<file path="src/rtl/multicycle_main_fsm.sv">
// Main control unit of the multicycle RV32I/RV64I core: sequences fetch, decode,
// execute, memory and writeback over the shared ALU and memory port.
module multicycle_main_fsm #(
   parameter int unsigned XLEN          = 32,
   parameter bit          HALT_ON_ECALL = 1'b1,
   parameter int unsigned MEM_TIMEOUT   = 0,
   parameter int unsigned TW            = (MEM_TIMEOUT > 0) ? $clog2(MEM_TIMEOUT + 1) : 1
) (
   input  logic       clk_i,
   input  logic       rst_i,
   input  logic [6:0] op_i,
   input  logic       mem_ready_i,
   output logic       mem_req_o,
   output logic       adr_src_o,
   output logic       ir_write_o,
   output logic       pc_write_o,
   output logic       branch_o,
   output logic       reg_write_o,
   output logic       mem_write_o,
   output logic [1:0] alu_src_a_o,
   output logic [1:0] alu_src_b_o,
   output logic [1:0] alu_op_o,
   output logic [1:0] result_src_o,
   output logic [2:0] imm_src_o,
   output logic       word_32_o,
   output logic       instr_done_o,
   output logic       halt_o,
   output logic       illegal_o,
   output logic       bus_err_o,
   output logic [3:0] state_o
);

   localparam logic [6:0] OP_LOAD    = 7'b0000011;
   localparam logic [6:0] OP_STORE   = 7'b0100011;
   localparam logic [6:0] OP_R       = 7'b0110011;
   localparam logic [6:0] OP_R_W     = 7'b0111011;
   localparam logic [6:0] OP_I_ALU   = 7'b0010011;
   localparam logic [6:0] OP_I_ALU_W = 7'b0011011;
   localparam logic [6:0] OP_B       = 7'b1100011;
   localparam logic [6:0] OP_JAL     = 7'b1101111;
   localparam logic [6:0] OP_JALR    = 7'b1100111;
   localparam logic [6:0] OP_LUI     = 7'b0110111;
   localparam logic [6:0] OP_AUIPC   = 7'b0010111;
   localparam logic [6:0] OP_ECALL   = 7'b1110011;

   localparam bit          RV64    = (XLEN == 64);
   localparam bit          TO_EN   = (MEM_TIMEOUT > 0);
   localparam logic [TW-1:0] TO_LAST = TW'(TO_EN ? MEM_TIMEOUT - 1 : 0);

   typedef enum logic [3:0] {
      S_FETCH     = 4'd0,
      S_DECODE    = 4'd1,
      S_MEMADR    = 4'd2,
      S_MEMREAD   = 4'd3,
      S_MEMWB     = 4'd4,
      S_MEMWRITE  = 4'd5,
      S_EXECR     = 4'd6,
      S_EXECI     = 4'd7,
      S_EXECLUI   = 4'd8,
      S_EXECAUIPC = 4'd9,
      S_EXECJALR  = 4'd10,
      S_JUMP      = 4'd11,
      S_ALUWB     = 4'd12,
      S_BRANCH    = 4'd13,
      S_HALT      = 4'd14
   } state_e;

   state_e        state_q, state_d;
   logic [TW-1:0] cnt_q, cnt_d;
   logic          halt_q, halt_d;
   logic          illegal_q, illegal_d;
   logic          bus_err_q, bus_err_d;

   logic          is_w_op;
   logic          timed_out;

   logic          mem_req, adr_src, ir_write, pc_write, branch;
   logic          reg_write, mem_write, instr_done;
   logic [1:0]    alu_a, alu_b, alu_op, result_src;

   assign is_w_op   = (op_i == OP_R_W) || (op_i == OP_I_ALU_W);
   assign timed_out = TO_EN && !mem_ready_i && (cnt_q == TO_LAST);

   // State, wait counter and sticky status flags
   always_ff @(posedge clk_i or posedge rst_i) begin
      if (rst_i) begin
         state_q   <= S_FETCH;
         cnt_q     <= '0;
         halt_q    <= 1'b0;
         illegal_q <= 1'b0;
         bus_err_q <= 1'b0;
      end else begin
         state_q   <= state_d;
         cnt_q     <= cnt_d;
         halt_q    <= halt_d;
         illegal_q <= illegal_d;
         bus_err_q <= bus_err_d;
      end
   end

   // Next state and per-state control; fetch and store completion are ready-qualified
   always_comb begin
      state_d    = state_q;
      cnt_d      = '0;
      illegal_d  = illegal_q;
      bus_err_d  = bus_err_q;
      mem_req    = 1'b0;
      adr_src    = 1'b0;
      ir_write   = 1'b0;
      pc_write   = 1'b0;
      branch     = 1'b0;
      reg_write  = 1'b0;
      mem_write  = 1'b0;
      instr_done = 1'b0;
      alu_a      = 2'b00;
      alu_b      = 2'b00;
      alu_op     = 2'b00;
      result_src = 2'b00;

      case (state_q)
         S_FETCH: begin
            mem_req    = 1'b1;
            alu_b      = 2'b10;
            result_src = 2'b10;
            if (mem_ready_i) begin
               ir_write = 1'b1;
               pc_write = 1'b1;
               state_d  = S_DECODE;
            end else if (timed_out) begin
               bus_err_d = 1'b1;
               state_d   = S_HALT;
            end else begin
               cnt_d = cnt_q + TW'(1);
            end
         end

         S_DECODE: begin
            alu_a = 2'b01;
            alu_b = 2'b01;
            case (op_i)
               OP_LOAD, OP_STORE: state_d = S_MEMADR;
               OP_R:              state_d = S_EXECR;
               OP_I_ALU:          state_d = S_EXECI;
               OP_B:              state_d = S_BRANCH;
               OP_JAL:            state_d = S_JUMP;
               OP_JALR:           state_d = S_EXECJALR;
               OP_LUI:            state_d = S_EXECLUI;
               OP_AUIPC:          state_d = S_EXECAUIPC;
               OP_R_W, OP_I_ALU_W: begin
                  if (RV64) begin
                     state_d = (op_i == OP_R_W) ? S_EXECR : S_EXECI;
                  end else begin
                     illegal_d = 1'b1;
                     state_d   = S_HALT;
                  end
               end
               OP_ECALL: begin
                  if (HALT_ON_ECALL) begin
                     state_d = S_HALT;
                  end else begin
                     instr_done = 1'b1;
                     state_d    = S_FETCH;
                  end
               end
               default: begin
                  illegal_d = 1'b1;
                  state_d   = S_HALT;
               end
            endcase
         end

         S_MEMADR: begin
            alu_a   = 2'b10;
            alu_b   = 2'b01;
            state_d = (op_i == OP_LOAD) ? S_MEMREAD : S_MEMWRITE;
         end

         S_MEMREAD: begin
            mem_req = 1'b1;
            adr_src = 1'b1;
            if (mem_ready_i) begin
               state_d = S_MEMWB;
            end else if (timed_out) begin
               bus_err_d = 1'b1;
               state_d   = S_HALT;
            end else begin
               cnt_d = cnt_q + TW'(1);
            end
         end

         S_MEMWB: begin
            result_src = 2'b01;
            reg_write  = 1'b1;
            instr_done = 1'b1;
            state_d    = S_FETCH;
         end

         S_MEMWRITE: begin
            mem_req   = 1'b1;
            adr_src   = 1'b1;
            mem_write = 1'b1;
            if (mem_ready_i) begin
               instr_done = 1'b1;
               state_d    = S_FETCH;
            end else if (timed_out) begin
               bus_err_d = 1'b1;
               state_d   = S_HALT;
            end else begin
               cnt_d = cnt_q + TW'(1);
            end
         end

         S_EXECR: begin
            alu_a   = 2'b10;
            alu_b   = 2'b00;
            alu_op  = 2'b10;
            state_d = S_ALUWB;
         end

         S_EXECI: begin
            alu_a   = 2'b10;
            alu_b   = 2'b01;
            alu_op  = 2'b10;
            state_d = S_ALUWB;
         end

         S_EXECLUI: begin
            alu_a   = 2'b11;
            alu_b   = 2'b01;
            state_d = S_ALUWB;
         end

         S_EXECAUIPC: begin
            alu_a   = 2'b01;
            alu_b   = 2'b01;
            state_d = S_ALUWB;
         end

         S_EXECJALR: begin
            alu_a   = 2'b10;
            alu_b   = 2'b01;
            state_d = S_JUMP;
         end

         // PC takes the target held in ALUOut while the ALU forms the link address
         S_JUMP: begin
            alu_a    = 2'b01;
            alu_b    = 2'b10;
            pc_write = 1'b1;
            state_d  = S_ALUWB;
         end

         S_ALUWB: begin
            reg_write  = 1'b1;
            instr_done = 1'b1;
            state_d    = S_FETCH;
         end

         S_BRANCH: begin
            alu_a      = 2'b10;
            alu_b      = 2'b00;
            alu_op     = 2'b01;
            branch     = 1'b1;
            instr_done = 1'b1;
            state_d    = S_FETCH;
         end

         S_HALT: begin
            state_d = S_HALT;
         end

         default: begin
            state_d = S_FETCH;
         end
      endcase

      halt_d = halt_q || (state_d == S_HALT);
   end

   // Immediate format follows the opcode regardless of state
   always_comb begin
      imm_src_o = 3'b000;
      case (op_i)
         OP_STORE:          imm_src_o = 3'b001;
         OP_B:              imm_src_o = 3'b010;
         OP_JAL:            imm_src_o = 3'b011;
         OP_LUI, OP_AUIPC:  imm_src_o = 3'b100;
         default:           imm_src_o = 3'b000;
      endcase
   end

   assign word_32_o = RV64 && is_w_op;

   // Reset forces every enable and select low without waiting for a clock edge
   assign mem_req_o    = mem_req    && !rst_i;
   assign adr_src_o    = adr_src    && !rst_i;
   assign ir_write_o   = ir_write   && !rst_i;
   assign pc_write_o   = pc_write   && !rst_i;
   assign branch_o     = branch     && !rst_i;
   assign reg_write_o  = reg_write  && !rst_i;
   assign mem_write_o  = mem_write  && !rst_i;
   assign instr_done_o = instr_done && !rst_i;
   assign alu_src_a_o  = rst_i ? 2'b00 : alu_a;
   assign alu_src_b_o  = rst_i ? 2'b00 : alu_b;
   assign alu_op_o     = rst_i ? 2'b00 : alu_op;
   assign result_src_o = rst_i ? 2'b00 : result_src;

   assign halt_o    = halt_q;
   assign illegal_o = illegal_q;
   assign bus_err_o = bus_err_q;
   assign state_o   = state_q;

endmodule
</file>
<file path="config.mk">
export PLATFORM = sky130hd
export DESIGN_NAME = multicycle_main_fsm
export DESIGN_NICKNAME = d
export VERILOG_FILES = /design/src/rtl/multicycle_main_fsm.sv
export SDC_FILE = /design/constraint.sdc
export NUM_CORES = 1
export LEC_CHECK = 0
export BUFFER_PORTS_ARGS = -buffer_cell sky130_fd_sc_hd__buf_2
export CORE_ASPECT_RATIO = 0.9
export CORE_UTILIZATION = 35
export DETAILED_ROUTE_END_ITERATION = 12
export RECOVER_POWER = 100
export SYNTH_ARGS = -nofsm -noshare
export SYNTH_HDL_FRONTEND = slang
export SYNTH_SLANG_ARGS = --single-unit
export TNS_END_PERCENT = 1
</file>
<file path="constraint.sdc">
create_clock -name clk_i -period 3.7 [get_ports clk_i]
set_input_delay 0.925 -clock clk_i [delete_from_list [all_inputs] [get_ports clk_i]]
set_output_delay 0.925 -clock clk_i [all_outputs]
set_load 0.05 [all_outputs]
</file>
**Yosys cells after proc, flatten, opt, wreduce, memory -nomap -nowiden**

Cells that the tools add are included.

- Bits in registers: 6
- Input bits: 10
- Output and inout port bits: 27
- Logic and storage cells: 78

- Equal/unequal tests: 25
- Muxes and demuxes: 24
- Bitwise operators: 1
- Reduce and logical (&&, ||, !) cells: 25

Operators with widths:

| operator | number |
|---|---|
| $pmux W4 S8 | 2 |
| $eq A4 B4 Y1 const B | 8 |
| $eq A7 B7 Y1 const B | 4 |
| $eq A7 B6 Y1 const B | 3 |
| $eq A4 B3 Y1 const B | 4 |
| $eq A7 B5 Y1 const B | 2 |
| $mux W4 | 3 |
| $pmux W2 S2 | 3 |
| $pmux W3 S4 | 1 |
| $reduce_or A2 Y1 | 6 |
| $reduce_or A10 Y1 | 1 |
| $reduce_or A5 Y1 | 2 |
| $reduce_or A3 Y1 | 3 |
| $eq A4 B2 Y1 const B | 2 |
| $logic_and A1 B1 Y1 | 8 |
| $mux W2 | 4 |
| $eq A7 B2 Y1 const B | 1 |
| $mux W1 | 7 |
| $pmux W2 S3 | 1 |
| $reduce_or A6 Y1 | 1 |
| $eq A4 B1 Y1 const B | 1 |
| $logic_not A4 Y1 | 1 |
| $pmux W1 S2 | 2 |
| $mux W3 | 1 |
| other kinds (4) | 4 |

**Logic depth before layout (Yosys ltp)**

- Depth after elaboration: 6
- Depth in mapped cells: 6

**Worst setup path before layout**

No wires, ideal clock.

- Kind: register to output
- Start: register state_q[3] (netlist: state_o[3])
- End: output instr_done_o
- Arrival time: 2.820 ns
- Data required time: 2.775 ns
- Setup slack: -0.045 ns
- Stages on the path, launching flop included: 6
- Buffers on the path: 2
- Cells stage by stage: dfrtp_1 buf_2 clkbuf_1 nand2_1 nor3_1 a211o_1

- Longest elaborated chain between the ends: 4

RTL lines:

| what | RTL line | text |
|---|---|---|
| start: declaration | 68 | `state_e state_q, state_d;` |
| start signal: assignment | 93 | `state_q <= state_d;` |
| $eq A4 B3 Y1 / $eq A4 B4 Y1 (equally long branches) | 120 | `case (state_q)` |
| $reduce_or A3 Y1 (no line) | -- |  |
| $pmux W1 S2 (*) | 120 |  |
| $logic_and A1 B1 Y1 (*) | 302 | `assign instr_done_o = instr_done && !rst_i;` |
| end: declaration | 26 | `output logic instr_done_o,` |

Mark *: on every way between the ends. The rest lies on a longest branch, timed or not.

**Final worst setup path**

- Start: input op_i[2]
- End: output imm_src_o[0]

- Longest elaborated chain between the ends: 3

RTL lines:

| what | RTL line | text |
|---|---|---|
| start: declaration | 11 | `input logic [6:0] op_i,` |
| $eq A7 B5 Y1 / $eq A7 B6 Y1 (equally long branches) | 283 | `case (op_i)` |
| $reduce_or A2 Y1 | 283 |  |
| $pmux W3 S4 (*) | 283 |  |
| end: declaration | 24 | `output logic [2:0] imm_src_o,` |

Marks and branches as above.

==> results.yml <==
placed_design:
  place_hpwl_um: 1540
  dpl_cell_area_um2: 983
  dp.cells: 164
  gp_congestion: 0.773
  port_buffers: 34
drt:
  wl_per_cell_um: 12.3
  drtAntennaViolNets: 0
  avgViaCountPerCell: 5.43
  drt_first_iter_violations: 15
  drt_drc_violations_left: 0
  dr.pass1.iters: 4
  met1_length_um: 1030
  maxUsedRoutingLayer: "met3"
  drt_wl_total_um: 2050
  wl_met2_um: 987
  dr_wl_met3_um: 30
  via_count: 907
die:
  die_w_um: 53.7
  die-area_um2: 2610
  core_um2: 2220
  io_pins: 37
  start_util_pct: 37.9
  rows: 16
  die_y_um: 48.5
global_route:
  grt_first_pass_wirelength_um: 3260
  grt.total_usage_pct: 16.7
  antenna_found_initial: 0
  gr-total-overflow: 0
  grt_pass1_vias: 727
  grt_max_degree: 23
worst_setup_path:
  endpoint: "imm_src_o[0]"
  worst_setup_path_end_kind: "output pin"
  crit_type: "input port to output pin"
  cp.arrival_ns: 2.24
  r2r_end: "halt_o"
  r2r_start: "state_o[1]"
  reg2reg_depth: 5
  crit_fanout: 10
  reg2reg_slack_ns: 1.82
  required_ns: 2.77
  start_kind: "input port"
  crit_start: "op_i[2]"
clock_network:
  cts.clk_slew.worst_paths_ns: 0.04
  cts.repair.resized: 0
  cts_tree: "done"
  cts_max_level: 1
  postCtsSetupBuffers: 0
  root_buffer: "clkbuf_4"
  cts_hold_buf: 0
  clk_latency_ns: 0.24
  cts_buffers: 3
  clock_path_buffers: 2
  clock_sinks: 6
synth:
  syn_inst: 115
  synth_edf_count: 0
  ys.warnings.count: 0
  yosys.area.top_type: "dfrtp_1"
  async_flop_share_pct: 100
  ys_top_cells_by_area: "dfrtp_1 18%, nor3_1 7.7%, nand2_1 4.5%, nand2b_1 3.7%, buf_2 3.6%"
  synth_top_area_share_pct: 17.8
  ys_ff_latch: 6
  synth_area_um2: 842
  syn_area_per_cell_um2: 7.32
  yosysSeqAreaShare_pct: 17.8
  ys_types: 47
  synthFlopType: "dfrtp_1"
final_layout:
  final_util_pct: 43.4
  layout-drive-gt1-share_pct: 12.9
  multi_input_area_um2: 604
  diodes: 0
  layout.nets: 152
  finish.instance_area_um2: 965
  final_cells: 167
  nFillCells: 270
  layout_commonest_cell: "clkbuf_1"
  area_delta_synth_final_pct: 14.6
  seqCellArea_um2: 150
  final_cell_mix: "28 x clkbuf_1, 12 x nor3_1, 10 x nand2_1"
timing:
  tns_ns: 0
  min_period_ns: 3.16
  rsz0062_at_grt: "no"
  tightest_slew_ns: 0.713
  max_freq_ghz: 0.316
  fin_crit_sh_pct: 85.5
  maxSlewViolCount: 0
  finalHoldViolCount: 0
  clock_skew_ns: 0.00171
  finalSetupViolations: 0
  slew_headroom_pct: 52.5
worst_hold_path:
  hold_start: "illegal_o"
  hp-class: "register to register"
  holdPathStages: 1
power:
  p_per_area_nw_per_um2: 896
  power.leakage_uw: 0.000370
  ir_drop_mv: 0.514
flow_run:
  maxCapViolations: 0
run_status:
  run_status: "completed"
[worst max-delay path: stages]
cell and delay (ns):
clkbuf_1 0.19, or2_4 0.31, o21ai_0 0.12, nor3b_1 0.19
clkbuf_1 0.49
[power by group]
part / internal (µW) / leakage [µW] / switching [µW]
clock: 36.4 / 0.0000138 / 19.9
sequential: 95.4 / 0.0000718 / 105
combinational: 165 / 0.000284 / 443
total: 297 / 0.000370 / 568
[layer usage]
layer	track usage, %	vias up
li1	-	468
met1	25.6	428
met2	22.6	11
met3	2.52	0
met4	6.58	0
met5	0	-
[area by class of cell]
class / instances / area share (%)
inverter: 5 / 1.95
multi-input combinational: 92 / 62.6
tap: 27 / 3.50
sequential: 6 / 15.6
timing repair buffer: 34 / 14.0
clock buffer: 3 / 2.33
[metrics by stage]
step | setup WS (ns) | hold slack (ns) | total power, µW
after CTS | 0.832 | 0.463 | 898
after detailed placement | 0.834 | 0.452 | 837
final | 0.536 | 0.464 | 865
after global placement | 0.842 | 0.441 | 840
after global routing | 0.350 | 0.493 | 926
after floorplan | 0.00240 | 0.764 | 720
[Yosys cell counts, drive strengths merged, types with 2 or more instances]
cell type,number
nor2,7
nand2,11
a21o,2
inv,5
buf,9
dfrtp,6
clkbuf,4
nor3b,3
nand2b,5
and4b,2
nand3,3
a211o,2
a21oi,5
or2,2
a211oi,3
mux2i,2
and2,3
or3b,2
o2111ai,2
nor3,15
a22oi,2
or3,3
[sequential cells by signal (all words and copies together) (netlist names)]
signal / cells
state_o: 4
halt_o: 1
illegal_o: 1
[logic make-up after synthesis]
kind of cell	count (synthesis)	synth area share [%]
muxes	2	2.38
AOI/OAI and AO/OA	25	23.5
buffers and inverters	18	10.7
other	1	0.445
and+or+nand+nor	61	42.9
DFF	6	17.8
adders and majority gates	1	1.19
xor gates and xnor gates	1	1.04
[worst min path at each step]
stage | to | slack, ns
after floorplan | illegal_o | 0.76
after global placement | illegal_o | 0.44
after detailed placement | illegal_o | 0.45
after CTS | illegal_o | 0.46
after global routing | halt_o | 0.49
final | illegal_o | 0.46
Note: power is estimated with default switching activity, not from simulation.
